==> config.mk <==
export PLATFORM = sky130hd
export DESIGN_NAME = cpu_multicycle
export DESIGN_NICKNAME = d
export VERILOG_FILES = /design/src/rtl/cpu_pkg.sv /design/src/rtl/alu.sv /design/src/rtl/cpu_mc_control.sv /design/src/rtl/regfile.sv /design/src/rtl/cpu_multicycle.sv
export SDC_FILE = /design/constraint.sdc
export NUM_CORES = 2
export LEC_CHECK = 0
export CAP_MARGIN = 20
export CORE_ASPECT_RATIO = 1.75
export CORE_UTILIZATION = 54
export DETAILED_ROUTE_END_ITERATION = 10
export PLACE_DENSITY_LB_ADDON = 0.3
export SYNTH_ARGS = -nofsm -noshare
export SYNTH_HDL_FRONTEND = slang
export SYNTH_HIERARCHICAL = 1
export SYNTH_SLANG_ARGS = --single-unit
==> constraint.sdc <==
create_clock -name clk -period 9.45 [get_ports clk]
set_input_delay 1.4175 -clock clk [delete_from_list [all_inputs] [get_ports clk]]
set_output_delay 1.4175 -clock clk [all_outputs]
set_load 0.02 [all_outputs]
==> src/rtl/cpu_pkg.sv <==
// cpu_pkg: shared constants for the multi-cycle MIPS-subset core.
// Opcodes, FSM states, trap codes, ALU commands and control bundle.
package cpu_pkg;
  localparam logic [5:0] OP_RTYPE = 6'h00;
  localparam logic [5:0] OP_J     = 6'h02;
  localparam logic [5:0] OP_JAL   = 6'h03;
  localparam logic [5:0] OP_BNE   = 6'h05;
  localparam logic [5:0] OP_ADDI  = 6'h08;
  localparam logic [5:0] OP_XORI  = 6'h0E;
  localparam logic [5:0] OP_LW    = 6'h23;
  localparam logic [5:0] OP_SW    = 6'h2B;

  localparam logic [5:0] FN_JR    = 6'h08;
  localparam logic [5:0] FN_ADD   = 6'h20;
  localparam logic [5:0] FN_SUB   = 6'h22;
  localparam logic [5:0] FN_SLT   = 6'h2A;

  typedef enum logic [2:0] {
    S_START,
    S_FETCH,
    S_DECODE,
    S_EXEC,
    S_MEM,
    S_WB,
    S_HALT
  } state_e;

  typedef enum logic [1:0] {
    TRAP_NONE,
    TRAP_ILL,
    TRAP_OVF,
    TRAP_MIS
  } trap_e;

  typedef enum logic [1:0] {
    ALU_ADD,
    ALU_SUB,
    ALU_XOR,
    ALU_SLT
  } alu_cmd_e;

  typedef enum logic [1:0] {
    PC_INC,
    PC_BR,
    PC_JMP,
    PC_REG
  } pc_sel_e;

  typedef enum logic [1:0] {
    WA_RD,
    WA_RT,
    WA_R31
  } wa_sel_e;

  typedef enum logic [1:0] {
    WD_ALU,
    WD_MDR,
    WD_PC
  } wd_sel_e;

  typedef struct packed {
    logic     mem_req;
    logic     mem_we;
    logic     addr_alu;
    logic     ir_we;
    logic     ab_we;
    logic     alu_out_we;
    logic     mdr_we;
    logic     pc_we;
    pc_sel_e  pc_sel;
    logic     rf_we;
    wa_sel_e  wa_sel;
    wd_sel_e  wd_sel;
    alu_cmd_e alu_cmd;
    logic     alu_imm;
    logic     imm_zext;
    logic     retire;
  } ctrl_t;
endpackage

==> src/rtl/alu.sv <==
// alu: 32-bit add/sub/xor/slt with signed overflow flag.
// Overflow is reported for add and sub; the caller decides if it traps.
module alu import cpu_pkg::*; (
  input  alu_cmd_e    cmd_i,
  input  logic [31:0] a_i,
  input  logic [31:0] b_i,
  output logic [31:0] y_o,
  output logic        ovf_o
);
  logic [31:0] sum;
  logic [31:0] dif;

  assign sum = a_i + b_i;
  assign dif = a_i - b_i;

  // Result and overflow select
  always_comb begin
    y_o   = sum;
    ovf_o = 1'b0;
    unique case (cmd_i)
      ALU_ADD: begin
        y_o   = sum;
        ovf_o = (a_i[31] == b_i[31]) && (sum[31] != a_i[31]);
      end
      ALU_SUB: begin
        y_o   = dif;
        ovf_o = (a_i[31] != b_i[31]) && (dif[31] != a_i[31]);
      end
      ALU_XOR: y_o = a_i ^ b_i;
      ALU_SLT: y_o = {31'b0, $signed(a_i) < $signed(b_i)};
      default: ;
    endcase
  end
endmodule

==> src/rtl/cpu_mc_control.sv <==
// cpu_mc_control: FSM and instruction decode for the multi-cycle core.
// Produces the per-cycle control bundle and holds the trap cause.
module cpu_mc_control import cpu_pkg::*; (
  input  logic       clk,
  input  logic       rst,
  input  logic [5:0] op_i,
  input  logic [5:0] fn_i,
  input  logic       mem_ack_i,
  input  logic       alu_ovf_i,
  input  logic [1:0] alu_lsb_i,
  input  logic [1:0] rs_lsb_i,
  input  logic       ne_i,
  output ctrl_t      ctrl_o,
  output logic       halted_o,
  output trap_e      cause_o
);
  state_e state_q, state_d;
  trap_e  cause_q, cause_d;

  logic is_r, is_add, is_sub, is_slt, is_jr;
  logic is_j, is_jal, is_bne, is_addi, is_xori;
  logic is_lw, is_sw, legal, ovf_op;

  assign is_r    = (op_i == OP_RTYPE);
  assign is_add  = is_r && (fn_i == FN_ADD);
  assign is_sub  = is_r && (fn_i == FN_SUB);
  assign is_slt  = is_r && (fn_i == FN_SLT);
  assign is_jr   = is_r && (fn_i == FN_JR);
  assign is_j    = (op_i == OP_J);
  assign is_jal  = (op_i == OP_JAL);
  assign is_bne  = (op_i == OP_BNE);
  assign is_addi = (op_i == OP_ADDI);
  assign is_xori = (op_i == OP_XORI);
  assign is_lw   = (op_i == OP_LW);
  assign is_sw   = (op_i == OP_SW);
  assign ovf_op  = is_add | is_sub | is_addi;
  assign legal   = is_add | is_sub | is_slt | is_jr
                 | is_j | is_jal | is_bne | is_addi
                 | is_xori | is_lw | is_sw;

  assign halted_o = (state_q == S_HALT);
  assign cause_o  = cause_q;

  // State and trap cause registers
  always_ff @(posedge clk or posedge rst) begin
    if (rst) begin
      state_q <= S_START;
      cause_q <= TRAP_NONE;
    end else begin
      state_q <= state_d;
      cause_q <= cause_d;
    end
  end

  // Next state and control bundle
  always_comb begin
    state_d          = state_q;
    cause_d          = cause_q;
    ctrl_o           = '0;
    ctrl_o.alu_imm   = !is_r;
    ctrl_o.imm_zext  = is_xori;
    ctrl_o.wa_sel    = is_r ? WA_RD : WA_RT;
    ctrl_o.wd_sel    = is_lw ? WD_MDR : WD_ALU;
    unique case (1'b1)
      is_sub:  ctrl_o.alu_cmd = ALU_SUB;
      is_slt:  ctrl_o.alu_cmd = ALU_SLT;
      is_xori: ctrl_o.alu_cmd = ALU_XOR;
      default: ctrl_o.alu_cmd = ALU_ADD;
    endcase
    unique case (state_q)
      S_START: state_d = S_FETCH;
      S_FETCH: begin
        ctrl_o.mem_req = 1'b1;
        if (mem_ack_i) begin
          ctrl_o.ir_we  = 1'b1;
          ctrl_o.pc_we  = 1'b1;
          ctrl_o.pc_sel = PC_INC;
          state_d       = S_DECODE;
        end
      end
      S_DECODE: begin
        ctrl_o.ab_we = 1'b1;
        if (legal) begin
          state_d = S_EXEC;
        end else begin
          state_d = S_HALT;
          cause_d = TRAP_ILL;
        end
      end
      S_EXEC: begin
        ctrl_o.alu_out_we = 1'b1;
        state_d           = S_FETCH;
        unique case (1'b1)
          is_j, is_jal: begin
            ctrl_o.pc_we  = 1'b1;
            ctrl_o.pc_sel = PC_JMP;
            ctrl_o.rf_we  = is_jal;
            ctrl_o.wa_sel = WA_R31;
            ctrl_o.wd_sel = WD_PC;
            ctrl_o.retire = 1'b1;
          end
          is_bne: begin
            ctrl_o.pc_we  = ne_i;
            ctrl_o.pc_sel = PC_BR;
            ctrl_o.retire = 1'b1;
          end
          is_jr: begin
            if (rs_lsb_i != 2'd0) begin
              state_d = S_HALT;
              cause_d = TRAP_MIS;
            end else begin
              ctrl_o.pc_we  = 1'b1;
              ctrl_o.pc_sel = PC_REG;
              ctrl_o.retire = 1'b1;
            end
          end
          is_lw, is_sw: begin
            if (alu_lsb_i != 2'd0) begin
              state_d = S_HALT;
              cause_d = TRAP_MIS;
            end else begin
              state_d = S_MEM;
            end
          end
          default: begin
            if (ovf_op && alu_ovf_i) begin
              state_d = S_HALT;
              cause_d = TRAP_OVF;
            end else begin
              state_d = S_WB;
            end
          end
        endcase
      end
      S_MEM: begin
        ctrl_o.mem_req  = 1'b1;
        ctrl_o.mem_we   = is_sw;
        ctrl_o.addr_alu = 1'b1;
        if (mem_ack_i) begin
          ctrl_o.mdr_we = is_lw;
          ctrl_o.retire = is_sw;
          state_d       = is_sw ? S_FETCH : S_WB;
        end
      end
      S_WB: begin
        ctrl_o.rf_we  = 1'b1;
        ctrl_o.retire = 1'b1;
        state_d       = S_FETCH;
      end
      S_HALT: state_d = S_HALT;
      default: state_d = S_START;
    endcase
  end
endmodule

==> src/rtl/regfile.sv <==
// regfile: 32 x 32 register file, two read ports, one write port.
// r0 is hardwired to zero; writes to it are dropped.
module regfile (
  input  logic        clk,
  input  logic        we_i,
  input  logic [4:0]  ra1_i,
  input  logic [4:0]  ra2_i,
  input  logic [4:0]  wa_i,
  input  logic [31:0] wd_i,
  output logic [31:0] rd1_o,
  output logic [31:0] rd2_o
);
  logic [31:0] rf_q [32];

  // Synchronous write port
  always_ff @(posedge clk) begin
    if (we_i && (wa_i != 5'd0)) rf_q[wa_i] <= wd_i;
  end

  assign rd1_o = (ra1_i == 5'd0) ? 32'd0 : rf_q[ra1_i];
  assign rd2_o = (ra2_i == 5'd0) ? 32'd0 : rf_q[ra2_i];
endmodule

==> src/rtl/cpu_multicycle.sv <==
// cpu_multicycle: multi-cycle MIPS-subset core on one memory port.
// Holds pc, IR, operand/data latches and the retired counter.
module cpu_multicycle import cpu_pkg::*; #(
  parameter logic [31:0] RESET_PC = 32'h0,
  parameter int          CNT_W    = 32
) (
  input  logic             clk,
  input  logic             reset,
  output logic             mem_req,
  output logic             mem_we,
  output logic [31:0]      mem_addr,
  output logic [31:0]      mem_wdata,
  input  logic [31:0]      mem_rdata,
  input  logic             mem_ack,
  output logic             halted,
  output logic [1:0]       trap_cause,
  output logic [CNT_W-1:0] retired
);
  ctrl_t ctrl;
  trap_e cause;

  logic [31:0] pc_q, pc_d, ir_q, a_q, b_q;
  logic [31:0] alu_out_q, mdr_q;
  logic [CNT_W-1:0] cnt_q;
  logic [31:0] rd1, rd2, imm_s, imm_z;
  logic [31:0] br_off, alu_b, alu_y, rf_wd;
  logic [4:0]  rf_wa;
  logic        alu_ovf;

  assign imm_s  = {{16{ir_q[15]}}, ir_q[15:0]};
  assign imm_z  = {16'd0, ir_q[15:0]};
  assign br_off = {{14{ir_q[15]}}, ir_q[15:0], 2'b00};
  assign alu_b  = !ctrl.alu_imm ? b_q
                : (ctrl.imm_zext ? imm_z : imm_s);

  cpu_mc_control u_ctrl (
    .clk       (clk),
    .rst       (reset),
    .op_i      (ir_q[31:26]),
    .fn_i      (ir_q[5:0]),
    .mem_ack_i (mem_ack),
    .alu_ovf_i (alu_ovf),
    .alu_lsb_i (alu_y[1:0]),
    .rs_lsb_i  (a_q[1:0]),
    .ne_i      (a_q != b_q),
    .ctrl_o    (ctrl),
    .halted_o  (halted),
    .cause_o   (cause)
  );

  regfile u_rf (
    .clk   (clk),
    .we_i  (ctrl.rf_we),
    .ra1_i (ir_q[25:21]),
    .ra2_i (ir_q[20:16]),
    .wa_i  (rf_wa),
    .wd_i  (rf_wd),
    .rd1_o (rd1),
    .rd2_o (rd2)
  );

  alu u_alu (
    .cmd_i (ctrl.alu_cmd),
    .a_i   (a_q),
    .b_i   (alu_b),
    .y_o   (alu_y),
    .ovf_o (alu_ovf)
  );

  assign mem_req    = ctrl.mem_req;
  assign mem_we     = ctrl.mem_we;
  assign mem_addr   = ctrl.addr_alu ? alu_out_q : pc_q;
  assign mem_wdata  = b_q;
  assign trap_cause = cause;
  assign retired    = cnt_q;

  // Next pc source
  always_comb begin
    pc_d = pc_q + 32'd4;
    unique case (ctrl.pc_sel)
      PC_INC:  pc_d = pc_q + 32'd4;
      PC_BR:   pc_d = pc_q + br_off;
      PC_JMP:  pc_d = {pc_q[31:28], ir_q[25:0], 2'b00};
      PC_REG:  pc_d = a_q;
      default: ;
    endcase
  end

  // Register write address and data select
  always_comb begin
    rf_wa = ir_q[15:11];
    rf_wd = alu_out_q;
    unique case (ctrl.wa_sel)
      WA_RD:   rf_wa = ir_q[15:11];
      WA_RT:   rf_wa = ir_q[20:16];
      WA_R31:  rf_wa = 5'd31;
      default: ;
    endcase
    unique case (ctrl.wd_sel)
      WD_ALU:  rf_wd = alu_out_q;
      WD_MDR:  rf_wd = mdr_q;
      WD_PC:   rf_wd = pc_q;
      default: ;
    endcase
  end

  // Datapath latches and retired counter
  always_ff @(posedge clk or posedge reset) begin
    if (reset) begin
      pc_q      <= RESET_PC;
      ir_q      <= 32'd0;
      a_q       <= 32'd0;
      b_q       <= 32'd0;
      alu_out_q <= 32'd0;
      mdr_q     <= 32'd0;
      cnt_q     <= '0;
    end else begin
      if (ctrl.pc_we)      pc_q      <= pc_d;
      if (ctrl.ir_we)      ir_q      <= mem_rdata;
      if (ctrl.ab_we)      a_q       <= rd1;
      if (ctrl.ab_we)      b_q       <= rd2;
      if (ctrl.alu_out_we) alu_out_q <= alu_y;
      if (ctrl.mdr_we)     mdr_q     <= mem_rdata;
      if (ctrl.retire)
        cnt_q <= cnt_q + {{(CNT_W-1){1'b0}}, 1'b1};
    end
  end
endmodule
==> out/metrics.cfg <==
[critical_path]
endpoint_kind=flop
cp.arrival_ps=7240
worstReg2RegStart=ir_q[31]
cp.required_ps=10120
path_class=flop to flop
cp_max_fo=34
startpoint_type=flop
cp-startpoint=ir_q[31]

[cts]
postCtsSetupBuffers=0
cts_tree=built
cts_hold_buf=0
cts_resized=0
htreeDepth=3
cts-root-buf=clkbuf_16
clock_sinks=1253
clock_path_buffers=3
clk_pin_slew_worst_paths_ps=70
clk_latency_ps=770
cts_buffers=108

[power_and_ir_drop]
ir_drop_mv=0.233
leakagePower_nw=25.3
p_comb_share_pct=50.4
p_seq_share_pct=31.8
switching_power_w=0.0112
p_int_w=0.0146
clkPwrFrac_pct=17.8
p_sw_share_pct=43.5
pwr_density_cell_mw_per_mm2=355

[cells_and_area]
stdcell_area_mm2=0.0727
final_common_cell=edfxtp_1
multi_input_area_mm2=0.0275
layout_common_cells=edfxtp_1 (1024), mux2i_1 (357), mux4_2 (298), mux2_2 (265), nand2_1 (258)
fillerInstances=9028
regArea_mm2=0.0365
drive_above_1_share_pct=22.1
final_nets=4732
syn_to_final_growth_pct=10.8

[timing]
rsz0062_at_grt=no
max_clock_freq_mhz=152
finalSetupViolCount=0
fin_skew_ps=39.5
slew_viol_final=0
relSlewSlack_pct=24.7
finalHoldViolCount=0
period_needed_ps=6570
period_share_pct=69.5
worst_slew_pin_slew_ps=1120
setup-tns-final_ps=0

[place]
port_buffers=135
post_dp_cell_area_mm2=0.0689
hpwl_mm=149
globalplace.congestion=1.01

[drt]
routed_wl_mm=233
via_per_inst=7.28
wl_per_cell_um=36.8
ant_nets=0
first_iter_violations=6209
drc=0
vias=46100
first_pass_iters=6

[global_route]
grtUsageTotal_pct=37.8
grt_pass1_wl_mm=329
grt_max_degree=95
antenna_found_initial=20
grt_pass1_vias=46600
gr-total-overflow=0

[hold_path]
worstHoldStart=retired[31]
hold_class=flop to flop

[floorplanning]
die_area_mm2=0.123
core_area_mm2=0.120
initial_utilization_pct=54.6
die_x_um=266
io_pins=136
rows=168
die_y_um=463

[yosys]
synth_cell_types=114
yosys_warnings=6
ys.flop_type=edfxtp_1
async_flop_share_pct=18.3
synth_edf_count=1024
synth_area_mm2=0.0656
syn_inst=4528
ys_seq_area_share_pct=55.6
synth_area_per_cell_um2=14.5
ys_ff_latch=1253

[run_status]
status=complete, no violations

[flow_run]
cap_violations=0

==> worst paths after layout <==
kind | end | slack, ps | depth (start not counted)
min in group asynchronous | u_ctrl/state_q[0] | 1030 | 2
hold reg to reg | retired[31] | 480 | 1
setup / recovery | u_ctrl/cause_o[0] | 2880 | 19
setup reg to reg | u_ctrl/cause_o[0] | 2880 | 19
max in group asynchronous | ir_q[19] | 6800 | 3
hold / removal | retired[31] | 480 | 1
==> final cells by class <==
type / count / area share, %
Antenna cell: 12 / 0.0413
Clock buffer: 141 / 4.04
Clock inverter: 64 / 0.929
Inverter: 115 / 0.605
Multi-Input combinational cell: 2854 / 37.7
Sequential cell: 1253 / 50.2
Tap cell: 1615 / 2.78
Timing Repair Buffer: 279 / 3.69
==> state kept, by name (all words and copies together) (netlist names) <==
signal,flops
ir_q,32
mem_wdata,32
u_ctrl/cause_o,2
alu_out_q,32
mdr_q,32
retired,32
u_ctrl/state_q,3
a_q,32
pc_q,32
u_rf/rf_q,1024
==> metal layers <==
metal  global-route usage (%)  wire length [um]
met1                     40.3             71900
met5                        0               111
met4                     32.6             23200
met3                     9.27             24300
met2                     62.5            113000
==> per-stage QoR <==
stage / hold WS (ps) / util, % / total power [W] / cells / worst slack [ps]
2_1_floorplan: 468 / - / 0.0163 / 4559 / 1900
3_3_place_gp: 465 / 57.2 / 0.0205 / 6098 / 3090
3_5_place_dp: 469 / 57.3 / 0.0207 / 6103 / 3120
6_report: 478 / 60.5 / 0.0258 / 6333 / 2880
4_1_cts: 478 / 60.3 / 0.0253 / 6308 / 3060
5_1_grt: 492 / 60.5 / 0.0265 / 6326 / 2560
==> cells in the mapped netlist (51+ instances only) <==
cell type,instances,share of area (%)
nor2b_1,51,0.49
dfrtp_1,229,8.7
nand4_1,58,0.55
ha_1,83,1.6
o21ai_0,180,1.4
mux2_2,265,4.5
mux4_2,298,10
a22oi_1,101,1.2
a211oi_1,82,0.94
edfxtp_1,1024,47
inv_1,111,0.63
clkbuf_1,165,0.94
nand2_1,258,1.5
mux2i_1,357,5.4
buf_2,63,0.48
xnor2_1,81,1.1
mux4_1,54,2.2
buf_4,54,0.62
a21oi_1,165,1.3
o221ai_1,68,0.91
nor2_1,172,0.98
==> kinds of logic (layout without fill, tap and decap cells) <==
logic type	after synthesis	in the layout	share of synthesized area [%]
simple gates	764	764	5.84
other cells	1	44	0.00571
xor+xnor	95	95	1.27
mux	974	974	22.4
compound gates	903	903	9.74
flops	1253	1253	55.6
buf+inv	452	599	3.52
fa+ha+maj	86	86	1.67
==> worst max-delay path: stages (launching register included) <==
cell	delay (ps)
dfrtp_1	470
or3_4	420
nor3_1	600
nand2_1	110
buf_4	290
nand3b_1	590
o21ai_0	270
inv_1	100
ha_1	340
inv_1	240
nor3_1	430
nand3_1	130
nor3_1	670
a31oi_1	350
o2111ai_1	280
a22oi_1	150
o2111ai_1	360
nand3_1	190
and4b_1	230
a211oi_1	210
==> power groups by stage <==
| stage | logic [W] | registers, W | clock network, W |
|---|---|---|---|
| after global placement | 0.0122 | 0.00828 | 0 |
| final | 0.0130 | 0.00821 | 0.00460 |
| after detailed placement | 0.0124 | 0.00829 | 0 |
| after floorplan | 0.00847 | 0.00783 | 0 |
| after CTS | 0.0125 | 0.00818 | 0.00462 |
| after global routing | 0.0135 | 0.00822 | 0.00482 |
(Power assumes the default switching activity.)
